File: config.mk
export PLATFORM = sky130hd
export DESIGN_NAME = ram_access_ctrl
export DESIGN_NICKNAME = d
export VERILOG_FILES = /design/src/rtl/ram_access_ctrl.sv
export SDC_FILE = /design/constraint.sdc
export NUM_CORES = 1
export LEC_CHECK = 0
export ABC_AREA = 0
export CORE_MARGIN = 1.5
export CORE_UTILIZATION = 39
export DETAILED_ROUTE_END_ITERATION = 10
export PLACE_DENSITY_LB_ADDON = 0.15
export SETUP_SLACK_MARGIN = 0.3
export SYNTH_ARGS = -nofsm -noshare
export SYNTH_HDL_FRONTEND = slang
export SYNTH_SLANG_ARGS = --single-unit
File: constraint.sdc
create_clock -name clk -period 1.6 [get_ports clk]
set_input_delay 0.32 -clock clk [delete_from_list [all_inputs] [get_ports clk]]
set_output_delay 0.32 -clock clk [all_outputs]
set_load 0.05 [all_outputs]
File: src/rtl/ram_access_ctrl.sv
// ram_access_ctrl: request/response front-end for a single-port 32-bit word RAM
// (sync write, registered read address, q valid one edge after the address).
// Loads are read, stores with all byte enables are written directly, partial
// stores are done as read-modify-write, and stores with no enables respond
// without touching the RAM. One transaction is in flight at a time.
//
// Optional build macro: RAM_ACCESS_CTRL_ADDR_CHECK_EN
//   defined   -> out-of-range or misaligned byte addresses answer with resp_err=1
//                and never reach the RAM
//   undefined -> word index wraps, low/high address bits ignored, resp_err=0
module ram_access_ctrl #(
  parameter int DEPTH  = 32,
  parameter int ADDR_W = 5
) (
  input  logic        clk,
  input  logic        rst_n,
  // CPU request
  input  logic        req_valid,
  output logic        req_ready,
  input  logic        req_wr,
  input  logic [31:0] req_addr,
  input  logic [31:0] req_wdata,
  input  logic [3:0]  req_be,
  // CPU response
  output logic        resp_valid,
  input  logic        resp_ready,
  output logic [31:0] resp_rdata,
  output logic        resp_err,
  // RAM pins
  output logic [31:0] ram_data,
  output logic [31:0] ram_addr,
  output logic        ram_wr,
  output logic        ram_en,
  input  logic [31:0] ram_q
);

  localparam logic [2:0] ST_IDLE    = 3'd0;
  localparam logic [2:0] ST_RD      = 3'd1;
  localparam logic [2:0] ST_RD_WAIT = 3'd2;
  localparam logic [2:0] ST_WR      = 3'd3;
  localparam logic [2:0] ST_RESP    = 3'd4;

  // Expand 4 byte enables into a 32-bit bit mask.
  function automatic logic [31:0] be_to_mask(input logic [3:0] be);
    logic [31:0] m;
    m = '0;
    for (int i = 0; i < 4; i++) m[8*i +: 8] = {8{be[i]}};
    return m;
  endfunction

  logic [2:0]        state_q,  state_d;
  logic              init_q,   init_d;
  logic              wr_q,     wr_d;
  logic [ADDR_W-1:0] idx_q,    idx_d;
  logic [31:0]       wdata_q,  wdata_d;
  logic [31:0]       mask_q,   mask_d;
  logic [31:0]       merged_q, merged_d;
  logic [31:0]       rdata_q,  rdata_d;
  logic              err_q,    err_d;

  logic              accept;
  logic              addr_bad;

`ifdef RAM_ACCESS_CTRL_ADDR_CHECK_EN
  // Word index beyond the RAM, or a byte address not on a word boundary.
  assign addr_bad = (req_addr[31:2] >= 30'(DEPTH)) || (req_addr[1:0] != 2'b00);
`else
  // Index wraps; the bits outside the word index carry no meaning here.
  logic unused_addr_bits;
  assign unused_addr_bits = ^{req_addr[31:ADDR_W+2], req_addr[1:0]};
  assign addr_bad         = 1'b0;
`endif

  // Ready only once out of reset and with nothing in flight (RESP included).
  assign req_ready  = init_q && (state_q == ST_IDLE);
  assign accept     = req_valid && req_ready;

  assign resp_valid = (state_q == ST_RESP);
  assign resp_rdata = rdata_q;
  assign resp_err   = err_q;

  // RAM is driven only in RD and WR, so an async reset drops ram_en at once.
  assign ram_en     = (state_q == ST_RD) || (state_q == ST_WR);
  assign ram_wr     = (state_q == ST_WR);
  assign ram_addr   = {{(32-ADDR_W){1'b0}}, idx_q};
  assign ram_data   = merged_q;

  // Next-state and datapath: latch the request, merge on RMW, capture load data.
  always_comb begin
    state_d  = state_q;
    init_d   = 1'b1;
    wr_d     = wr_q;
    idx_d    = idx_q;
    wdata_d  = wdata_q;
    mask_d   = mask_q;
    merged_d = merged_q;
    rdata_d  = rdata_q;
    err_d    = err_q;

    case (state_q)
      ST_IDLE: begin
        if (accept) begin
          wr_d     = req_wr;
          idx_d    = req_addr[ADDR_W+1:2];
          wdata_d  = req_wdata;
          mask_d   = be_to_mask(req_be);
          // A full store writes wdata as-is; a partial one overwrites this in RD_WAIT.
          merged_d = req_wdata;
          rdata_d  = '0;
          err_d    = 1'b0;
          if (addr_bad) begin
            err_d   = 1'b1;
            state_d = ST_RESP;
          end else if (req_wr) begin
            if (req_be == 4'hF)      state_d = ST_WR;
            else if (req_be == 4'h0) state_d = ST_RESP;
            else                     state_d = ST_RD;
          end else begin
            state_d = ST_RD;
          end
        end
      end
      // RAM registers the read address on the edge leaving RD.
      ST_RD:      state_d = ST_RD_WAIT;
      // ram_q now reflects the addressed word.
      ST_RD_WAIT: begin
        if (wr_q) begin
          merged_d = (ram_q & ~mask_q) | (wdata_q & mask_q);
          state_d  = ST_WR;
        end else begin
          rdata_d  = ram_q;
          state_d  = ST_RESP;
        end
      end
      ST_WR:      state_d = ST_RESP;
      ST_RESP: begin
        if (resp_ready) state_d = ST_IDLE;
      end
      default:    state_d = ST_IDLE;
    endcase
  end

  // State and datapath registers; everything clears on async reset.
  always_ff @(posedge clk or negedge rst_n) begin
    if (!rst_n) begin
      state_q  <= ST_IDLE;
      init_q   <= 1'b0;
      wr_q     <= 1'b0;
      idx_q    <= '0;
      wdata_q  <= '0;
      mask_q   <= '0;
      merged_q <= '0;
      rdata_q  <= '0;
      err_q    <= 1'b0;
    end else begin
      state_q  <= state_d;
      init_q   <= init_d;
      wr_q     <= wr_d;
      idx_q    <= idx_d;
      wdata_q  <= wdata_d;
      mask_q   <= mask_d;
      merged_q <= merged_d;
      rdata_q  <= rdata_d;
      err_q    <= err_d;
    end
  end

endmodule

==> metrics, run 1 <==
Critical Path Sink Type=register; die extent in y=117 µm; share of final-layout standard cells stronger than drive strength 1=48.8%; Sinks on Clock Net=110; Hold WS=454 ps; horizontal extent of the die=117 µm; total net switching power=8200 µW; per-cell via count in the routed design=5.24; startpoint class of the critical path=register; count of antenna diodes in the layout=0; data required time at the worst endpoint=1830 ps; part of the total power dissipated in the clock network=11.5%; Reg area=0.00276 mm²; upper clock frequency limit=579 MHz; share of async-settable or async-resettable flops after synthesis=100%; initial core utilization=40.1%; Comb pwr share=61.1%; clock root cell=clkbuf_16; die area=0.0137 mm²; Critical Path Start=state_q[2]; Cells after Synth=368; outcome=complete, but fails checks; Max FO, Critical Path=8; clk_skew=8.95 ps; setup TNS=-8160 ps; std cell rows=41; worst setup slack after placement=-243 ps; ANT nets after route=0; post-route setup slack=-127 ps; sum of overflow across all layers after global routing=0; total power density per cell area=2330 mW/mm²; register bit total from synthesis=110; Crit Reg-Reg Startpoint=state_q[2]; Placer Congestion=0.783; number of antenna violations at the first check in global routing=0; clock transition time at the flip-flop clock pins of the worst setup and hold paths=70 ps; Final min period=1730 ps; number of unique standard cell types used by synthesis=30; quantity of I/O buffers inserted on ports=150; global-route wire length before repair=22000 µm; most instantiated flip-flop cell in the synthesis netlist=dfrtp_1; area of the core=0.0127 mm²; CTS HTree Levels=3; Relative slew margins=48.1%; mean instance size in the synthesized netlist=13.8 µm²; Filler cells=969; sequential-to-total area share from yosys stat=54.2%; placed insts=678; number of flops mapped to enable cells by yosys=0; cell leakage power=0.00363 µW; Net Sw Frac=42.8%; total I/O pin count=206; mapped cell area=0.00507 mm²; Multi-input gate area=0.00253 mm²; via count of the first global-routing pass=3883; number of design rule violations left after detail routing=0; CTS max path bufs=2; cell area after placement=0.00670 mm²; HPWL after detailed placement=9140 µm; clock tree from TritonCTS=done; number of buffers created by CTS=9; count of endpoints failing setup in the final report=103; count of TritonRoute iterations in the first routing pass=4; Internal Power=11000 µW; violated checks=negative setup slack; Final Hold Vio Count=0; detailed-route via count=3843; Tot GR Track Use=22.0%; max-slew violation count=0; layout overhead on the synthesized area=62.0%; wirelength, routed=15900 µm; FF-to-FF setup slack=-130 ps; fin nets=665; part of the power in registers=27.4%; routed length per instance=21.7 µm; Iteration-0 DRC Markers=216; Synth Warn #=0; Least-Margin Pin Slew=778 ps; unrepaired setup endpoints after global routing=true; Hold Crit Class=in2async; Final Cycle Share=108%; pin count of the biggest net entering global routing=47; Max Cap Viol=0; type of the worst setup path=reg2reg; peak supply drop=1230 µV; data arrival at the endpoint of the critical path=1960 ps; number of standard cells in the final layout excluding fillers=734; clk_lat worst skew=350 ps; cell area after layout=0.00822 mm²
==> what timing repair did <==
action,in CTS,in global routing
setup endpoints to repair,111,116
pin swaps,18,31
buffers inserted,25,4
gates resized for setup,45,86
gates cloned,9,4
endpoints found under the hold margin,30,0
hold buffers,1,0
==> critical path, stage by stage, from the launching register on <==
cell	delay, ps
dfrtp_2	420
buf_6	130
buf_6	120
nor2_4	120
and2_4	240
buf_6	140
buf_16	130
mux2_4	310
==> metal layers <==
layer	wire length, µm	track usage, %	share of wire (%)	up-vias
met1	6890	28.5	43	1985
met4	81	4.26	0.51	0
met5	0	0	0	-
met3	855	6.23	5.4	8
li1	-	-	-	1710
met2	8110	37.2	51	140
==> synth_stat cells (2+ instances only) <==
cell       count  area (µm²)
buf_6          6        67.6
mux2_2        36         405
nor2b_1        2        12.5
mux2_4        38         571
o2bb2ai_1     31         272
a22o_1        33         289
buf_2          6        30.0
nor2_1         2        7.51
a22oi_1       31         233
and3_1         2        12.5
o21ai_1        2        10.0
dfrtp_1      110        2750
clkbuf_1      19        71.3
and2_1         3        18.8
conb_1         2        7.51
buf_4         28         210
nand2_1        4        15.0
==> path summary, 6_finish.rpt <==
check / end / cells after the start
worst min-delay path: resp_rdata[11] / 2
max in group asynchronous: ram_data[20] / 3
worst min register to register: ram_data[6] / 1
min in group clk: ram_data[6] / 1
worst max-delay path: wdata_q[0] / 7
worst max register to register: wdata_q[0] / 7
==> flip-flops by register name, indices dropped and copies added (netlist names) <==
register,count
mask_q,4
state_q,3
wdata_q,32
init_q,1
resp_rdata,32
ram_data,32
wr_q,1
idx_q,5
==> power groups by stage <==
stage / Clock, µW / Combinational (µW) / Sequential, µW
finish: 2200 / 11700 / 5250
global route: 2350 / 12200 / 5410
CTS: 2240 / 10300 / 5050
detailed placement: 0 / 8920 / 5080
global placement: 0 / 8800 / 5050
floorplan: 0 / 3630 / 7490
==> final cells by class <==
cell class | count | share of cell area (%)
clock inverter | 2 | 0.426
clock buffer | 11 | 2.95
tap | 172 | 2.62
multi-input combinational | 225 | 30.8
inverter | 1 | 0.0457
timing repair buffer | 213 | 29.6
sequential | 110 | 33.6
==> through the flow <==
| stage | total power, µW | util, % |
|---|---|---|
| 6_report | 19200 | 64.9 |
| 5_1_grt | 20000 | 64.9 |
| 4_1_cts | 17600 | 59.8 |
| 3_5_place_dp | 14000 | 52.9 |
| 3_3_place_gp | 13800 | 52.9 |
| 2_1_floorplan | 11100 | - |
==> cell families (layout without fill, tap and decap cells) <==
| group | count (synthesis) | in the layout | share of synthesized area [%] |
|---|---|---|---|
| DFF | 110 | 110 | 54.2 |
| AOI/OAI and AO/OA | 101 | 101 | 16.4 |
| muxes | 74 | 74 | 19.2 |
| buffers and inverters | 60 | 227 | 7.54 |
| and+or+nand+nor | 21 | 21 | 2.44 |
| other | 2 | 29 | 0.148 |
==> placed cells by master (no fill, tap or decap), types with 2 or more instances in the layout <==
cell type and count:
conb_1 29, clkdlybuf4s50_1 76, o2bb2ai_4 16, dfrtp_2 5, and2_4 4, buf_16 7
buf_8 3, and3_1 2, o2bb2ai_2 15, buf_6 40, mux2_2 32, a22o_1 33
a22oi_1 31, dfrtp_1 105, buf_4 61, mux2_4 42, buf_12 21, o21ai_4 2
nand2_1 2, clkbuf_16 13
Power figures use the tool's default switching activity.
==> inputs of run 2 (changes only) <==
--- a/config.mk
+++ b/config.mk
@@ -8,6 +8,7 @@
 export ABC_AREA = 0
 export CORE_MARGIN = 1.5
 export CORE_UTILIZATION = 39
+export CTS_CLUSTER_SIZE = 14
 export DETAILED_ROUTE_END_ITERATION = 10
 export PLACE_DENSITY_LB_ADDON = 0.15
 export SETUP_SLACK_MARGIN = 0.3
==> results of run 2 <==
The final DEF is identical to that of run 1; final timing and power are the same.
